## src/rtl/id_ex_pipe_stage.sv

```systemverilog
// Decode/execute pipeline register with stall, flush, valid tracking and a
// stall-aware immediate delay line. Optional counters: ID_EX_PERF_CNT_EN.
module id_ex_pipe_stage #(
  parameter int         WIDTH      = 32,
  parameter int         IMM_LAT    = 2,
  parameter logic [6:0] NOP_OPCODE = 7'h13,
  parameter int         CNT_W      = 16
) (
  input  logic             clk,
  input  logic             rst,
  input  logic             in_valid,
  input  logic             stall,
  input  logic             flush,
  input  logic [4:0]       r_reg1,
  input  logic [4:0]       r_reg2,
  input  logic [4:0]       wr_reg,
  input  logic [2:0]       func3,
  input  logic [6:0]       func7,
  input  logic [6:0]       opcode,
  input  logic [WIDTH-1:0] immediate_data,
  output logic [4:0]       r_reg1_out,
  output logic [4:0]       r_reg2_out,
  output logic [4:0]       wr_reg_out,
  output logic [2:0]       func3_out,
  output logic [6:0]       func7_out,
  output logic [6:0]       opcode_out,
  output logic [WIDTH-1:0] immediate_data_out,
  output logic             out_valid,
  output logic [CNT_W-1:0] stall_cnt,
  output logic [CNT_W-1:0] flush_cnt
);

  logic [4:0]       r_reg1_q, r_reg1_d;
  logic [4:0]       r_reg2_q, r_reg2_d;
  logic [4:0]       wr_reg_q, wr_reg_d;
  logic [2:0]       func3_q, func3_d;
  logic [6:0]       func7_q, func7_d;
  logic [6:0]       opcode_q, opcode_d;
  logic             valid_q, valid_d;
  logic [WIDTH-1:0] imm_q [IMM_LAT];
  logic [WIDTH-1:0] imm_d [IMM_LAT];

  // Next-state selection: flush beats stall beats normal load.
  always_comb begin
    r_reg1_d = r_reg1_q;
    r_reg2_d = r_reg2_q;
    wr_reg_d = wr_reg_q;
    func3_d  = func3_q;
    func7_d  = func7_q;
    opcode_d = opcode_q;
    valid_d  = valid_q;
    for (int i = 0; i < IMM_LAT; i++) begin
      imm_d[i] = imm_q[i];
    end
    if (flush) begin
      r_reg1_d = 5'd0;
      r_reg2_d = 5'd0;
      wr_reg_d = 5'd0;
      func3_d  = 3'd0;
      func7_d  = 7'd0;
      opcode_d = NOP_OPCODE;
      valid_d  = 1'b0;
      for (int i = 0; i < IMM_LAT; i++) begin
        imm_d[i] = '0;
      end
    end else if (stall) begin
      valid_d = valid_q;
    end else begin
      if (in_valid) begin
        r_reg1_d = r_reg1;
        r_reg2_d = r_reg2;
        wr_reg_d = wr_reg;
        func3_d  = func3;
        func7_d  = func7;
        opcode_d = opcode;
        valid_d  = 1'b1;
        imm_d[0] = immediate_data;
      end else begin
        r_reg1_d = 5'd0;
        r_reg2_d = 5'd0;
        wr_reg_d = 5'd0;
        func3_d  = 3'd0;
        func7_d  = 7'd0;
        opcode_d = NOP_OPCODE;
        valid_d  = 1'b0;
        imm_d[0] = '0;
      end
      for (int i = 1; i < IMM_LAT; i++) begin
        imm_d[i] = imm_q[i-1];
      end
    end
  end

  // Stage registers with synchronous reset.
  always_ff @(posedge clk) begin
    if (rst) begin
      r_reg1_q <= 5'd0;
      r_reg2_q <= 5'd0;
      wr_reg_q <= 5'd0;
      func3_q  <= 3'd0;
      func7_q  <= 7'd0;
      opcode_q <= NOP_OPCODE;
      valid_q  <= 1'b0;
      for (int i = 0; i < IMM_LAT; i++) begin
        imm_q[i] <= '0;
      end
    end else begin
      r_reg1_q <= r_reg1_d;
      r_reg2_q <= r_reg2_d;
      wr_reg_q <= wr_reg_d;
      func3_q  <= func3_d;
      func7_q  <= func7_d;
      opcode_q <= opcode_d;
      valid_q  <= valid_d;
      for (int i = 0; i < IMM_LAT; i++) begin
        imm_q[i] <= imm_d[i];
      end
    end
  end

  assign r_reg1_out         = r_reg1_q;
  assign r_reg2_out         = r_reg2_q;
  assign wr_reg_out         = wr_reg_q;
  assign func3_out          = func3_q;
  assign func7_out          = func7_q;
  assign opcode_out         = opcode_q;
  assign out_valid          = valid_q;
  assign immediate_data_out = imm_q[IMM_LAT-1];

`ifdef ID_EX_PERF_CNT_EN
  logic [CNT_W-1:0] stall_cnt_q, stall_cnt_d;
  logic [CNT_W-1:0] flush_cnt_q, flush_cnt_d;

  // Saturating event counters; a flush edge never counts as a stall.
  always_comb begin
    stall_cnt_d = stall_cnt_q;
    flush_cnt_d = flush_cnt_q;
    if (stall && !flush && (stall_cnt_q != {CNT_W{1'b1}})) begin
      stall_cnt_d = stall_cnt_q + {{(CNT_W-1){1'b0}}, 1'b1};
    end else begin
      stall_cnt_d = stall_cnt_q;
    end
    if (flush && (flush_cnt_q != {CNT_W{1'b1}})) begin
      flush_cnt_d = flush_cnt_q + {{(CNT_W-1){1'b0}}, 1'b1};
    end else begin
      flush_cnt_d = flush_cnt_q;
    end
  end

  // Counter registers.
  always_ff @(posedge clk) begin
    if (rst) begin
      stall_cnt_q <= '0;
      flush_cnt_q <= '0;
    end else begin
      stall_cnt_q <= stall_cnt_d;
      flush_cnt_q <= flush_cnt_d;
    end
  end

  assign stall_cnt = stall_cnt_q;
  assign flush_cnt = flush_cnt_q;
`else
  assign stall_cnt = '0;
  assign flush_cnt = '0;
`endif

endmodule

```

## config.mk

```make
export PLATFORM = sky130hd
export DESIGN_NAME = id_ex_pipe_stage
export DESIGN_NICKNAME = d
export VERILOG_FILES = /design/src/rtl/id_ex_pipe_stage.sv
export SDC_FILE = /design/constraint.sdc
export NUM_CORES = 1
export LEC_CHECK = 0
export BUFFER_PORTS_ARGS = -buffer_cell sky130_fd_sc_hd__buf_2
export CAP_MARGIN = 10
export CORE_ASPECT_RATIO = 0.6
export CORE_MARGIN = 2
export CORE_UTILIZATION = 46
export CTS_BUF_LIST = sky130_fd_sc_hd__clkbuf_2
export DETAILED_ROUTE_END_ITERATION = 16
export PLACE_DENSITY_LB_ADDON = 0.25
export SYNTH_ARGS = -nofsm -noshare
export SYNTH_HDL_FRONTEND = slang
export SYNTH_SLANG_ARGS = --single-unit
```

## constraint.sdc

```tcl
create_clock -name clk -period 1.02 [get_ports clk]
set_input_delay 0.204 -clock clk [delete_from_list [all_inputs] [get_ports clk]]
set_output_delay 0.204 -clock clk [all_outputs]
set_load 0.005 [all_outputs]
```

# Word-level counts from Yosys, hierarchy flattened
# Memories as Yosys holds them, arrays and structs flattened.
# Index checks and enable logic that the tools add are counted.
# op_classes
n_bitwise	2
n_reduce_logical	1
mux	15
# ops
operator	n
two-way mux 64 bit	2
two-way mux 32 bit	3
two-way mux 5 bit	3
two-way mux 7 bit	2
two-way mux 1 bit	4
two-way mux 3 bit	1
bitwise OR 1 bit	2
OR reduction 2 bit	1
# word_totals
ramBits	64
wordCells	26
out_inout_bits	97
input_bits	69
memories	1
reg_bits	33
# memory_table
name	words	width	rd	rd_ports_with_merged_regs	write_ports	line	text
imm_q	2	32	2	0	2	40	logic [WIDTH-1:0] imm_q [IMM_LAT];

# Logic depth before layout (Yosys ltp)
# depth
depth_word	4
ltp_mapped	5
ltp_nobuf	2

# Least setup slack after synthesis
# No wires, ideal clock.
# synth_timing
kind	input to register
from	input port stall
to	memory imm_q[1][2], in the netlist imm_q[0][34]
required_time_ns	0.906
arrival_ns	0.870
setup_slack_ns	0.036
setup_ns	0.114
path_buffers	3
path_stages	5
path_cell_list	buf_4 > buf_4 > buf_4 > mux2i_1 > nor2_1
# synth_rtl
element	line	text
start, declared	12	input logic stall,
end, declared	40	

==> impl_metrics.yaml <==
final_layout:
  drive_above_1_share_pct: 42.1
  design_area_um2: 5840
  layout.cells.non_filler: 741
  diodes: 0
  final_util_pct: 64.3
  final_nets: 690
  area_growth_syn_to_layout_pct: 36.8
timing:
  setup_viol: 68
  slew_viol_final: 0
  fin_crit_sh_pct: 123
  setup_slack_ns: -0.239
  period_needed_ns: 1.26
  finalHoldViolCount: 0
  fmax_mhz: 795
  clock_skew_ns: 0.00769
  rsz0062_at_grt: "true"
  tns_ns: -13.65
die:
  fp.dieW_um: 128
  num_rows: 27
  fp.dieArea_um2: 10100
  fp.dieH_um: 78.7
  pin_count: 166
  fp.coreArea_um2: 9090
  start_util_pct: 47.0
worst_hold_path:
  holdPathStages: 4
  hold_path.class: "in -> reg"
placement:
  dpl_cell_area_um2: 4710
  post-place-cells: 650
  gp_congestion: 0.702
  io_buffers: 133
  dp_hpwl_mm: 5.92
power:
  ir_worst_vdd_mv: 0.902
  total_power_mw: 6.86
  power_density_nw_per_um2: 1170
  p_leak_nw: 2.45
synthesis:
  syn_area_per_cell_um2: 9.33
  syn_inst: 458
  ys_ff_latch: 97
  syn-cell-area_um2: 4270
  synth.distinct_cells: 17
  ys_seq_area_share_pct: 45.4
  yosysWarningCount: 0
routing:
  drc: 0
  vias: 3514
  drt-pass1-iter-count: 4
  ant_nets: 0
  routed_via_density: 4.74
  wl_per_cell_um: 13.5
  drtIter0Drc: 178
  totalWireLength_mm: 10.0
critical_path:
  crit_fanout: 2
  critPathTopFamily: "flip-flops"
  worst_setup_path_start_kind: "register"
  slowest_stage: "dfxtp_2"
  crit_cells: 1
  reg2reg_depth: 4
  crit_arrival_ns: 1.05
  critPathBufInv: 1
  crit_required_ns: 0.82
  path_cells: "buf_6"
  end_kind: "output pin"
  cp_slowest_stage_delay_ns: 0.41
  worst-setup-path-type: "reg -> out"
clock_tree:
  worstSkewPairLatency_ns: 0.54
  cts_htree_levels: 3
  clockBufferDepth: 2
  clock_sinks: 97
  cts_buffers: 9
  cts-root-buf: "clkbuf_2"
  clk_pin_slew_worst_paths_ns: 0.25
  cts_tree: "done"
global_routing:
  antenna_found_initial: 0
  gr-total-overflow: 0
  grt_max_degree: 50
  grt_pass1_wl_mm: 15.7
  grt_pass1_vias: 3340
  grt_use_total_pct: 19.7
outcome:
  outcome: "complete, but fails checks"
  violations: "setup timing"
run:
  max_cap_violations: 0
-- layout make-up --
cell class                      instances  area, um2
Clock buffer                            9       45.0
Clock inverter                          6       83.8
Fill cell                             754       3240
Multi-Input combinational cell        292       1750
Sequential cell                        97       2020
Tap cell                              116        145
Timing Repair Buffer                  221       1800
-- power by group --
part,switching [mW],leakage (nW),internal (mW)
combinational,0.411,1.57,0.513
sequential,0.0320,0.814,3.86
clock,1.26,0.0714,0.782
-- cell usage in the layout (no fill, tap or decap), drive strengths merged --
cell type    netlist  routed
a21oi             61      61
buf               88     153
bufinv             0       2
clkbuf            12       9
clkinv             0       2
clkinvlp           0       2
conb               1      32
dfxtp             97      97
dlygate4sd3        0      68
mux2i             33      33
nand2             61      61
nand3b            61      61
nor2              34      34
nor2b              3       3
nor3b              3       3
o21ai              3       3
or2                1       1
-- flip-flops by register name (all words and copies together), names as in the netlist --
name,count
func3_out,3
func7_out,7
imm_q,64
opcode_out,7
out_valid,1
r_reg1_out,5
r_reg2_out,5
wr_reg_out,5
-- per-layer routing --
metal  part of all wire (%)  GRT usage, %  vias up
met2                     48          32.0      117
li1                       -             -     1737
met4                   0.66          4.07        0
met5                      0             0        -
met3                    6.9          8.25        6
met1                     45          24.5     1654
-- final timing paths --
check	startpoint	endpoint	slack [ns]
max	imm_q[0][41]	immediate_data_out[9]	-0.24
min reg2reg	imm_q[0][7]	imm_q[0][7]	0.48
max reg2reg	wr_reg_out[4]	wr_reg_out[4]	0.21
min	r_reg2[2]	r_reg2_out[2]	0.44
-- metrics by stage --
stage               hold slack, ns  setup WS (ns)
finish                       0.438         -0.239
detailed placement           0.450        -0.0102
global placement             0.435       0.000451
CTS                          0.358         -0.311
global route                 0.320         -0.389
floorplan                    0.318         0.0356
-- what timing repair did --
item                                    in CTS  in global routing
setup buffers                                4                  4
gates cloned                                 0                  0
endpoints found under the setup margin      65                 65
resized for setup                           77                 18
hold endpoints to repair                    64                  0
hold buffers                                68                  0
-- cell usage after synthesis --
cell	instances	share of area, %
a21oi_1	31	3.6
a21oi_2	30	6.1
buf_1	2	0.18
buf_2	9	1.1
buf_4	70	12
buf_6	7	1.8
clkbuf_1	12	1.1
conb_1	1	0.088
dfxtp_1	97	45
mux2i_1	33	7.7
nand2_1	61	5.4
nand3b_1	61	11
nor2_1	34	3.0
nor2b_1	3	0.44
nor3b_1	3	0.53
o21ai_0	3	0.35
or2_1	1	0.15
-- kinds of logic (layout without fill, tap and decap cells) --
family                 after synthesis  after routing  share of synthesized area, %
AOI/OAI and AO/OA                   64             64                          10.1
buffers and inverters              100            236                          16.4
DFF                                 97             97                          45.4
muxes                               33             33                          7.73
other                                1             32                        0.0878
and+or+nand+nor                    163            163                          20.2
(Power assumes the default switching activity.)
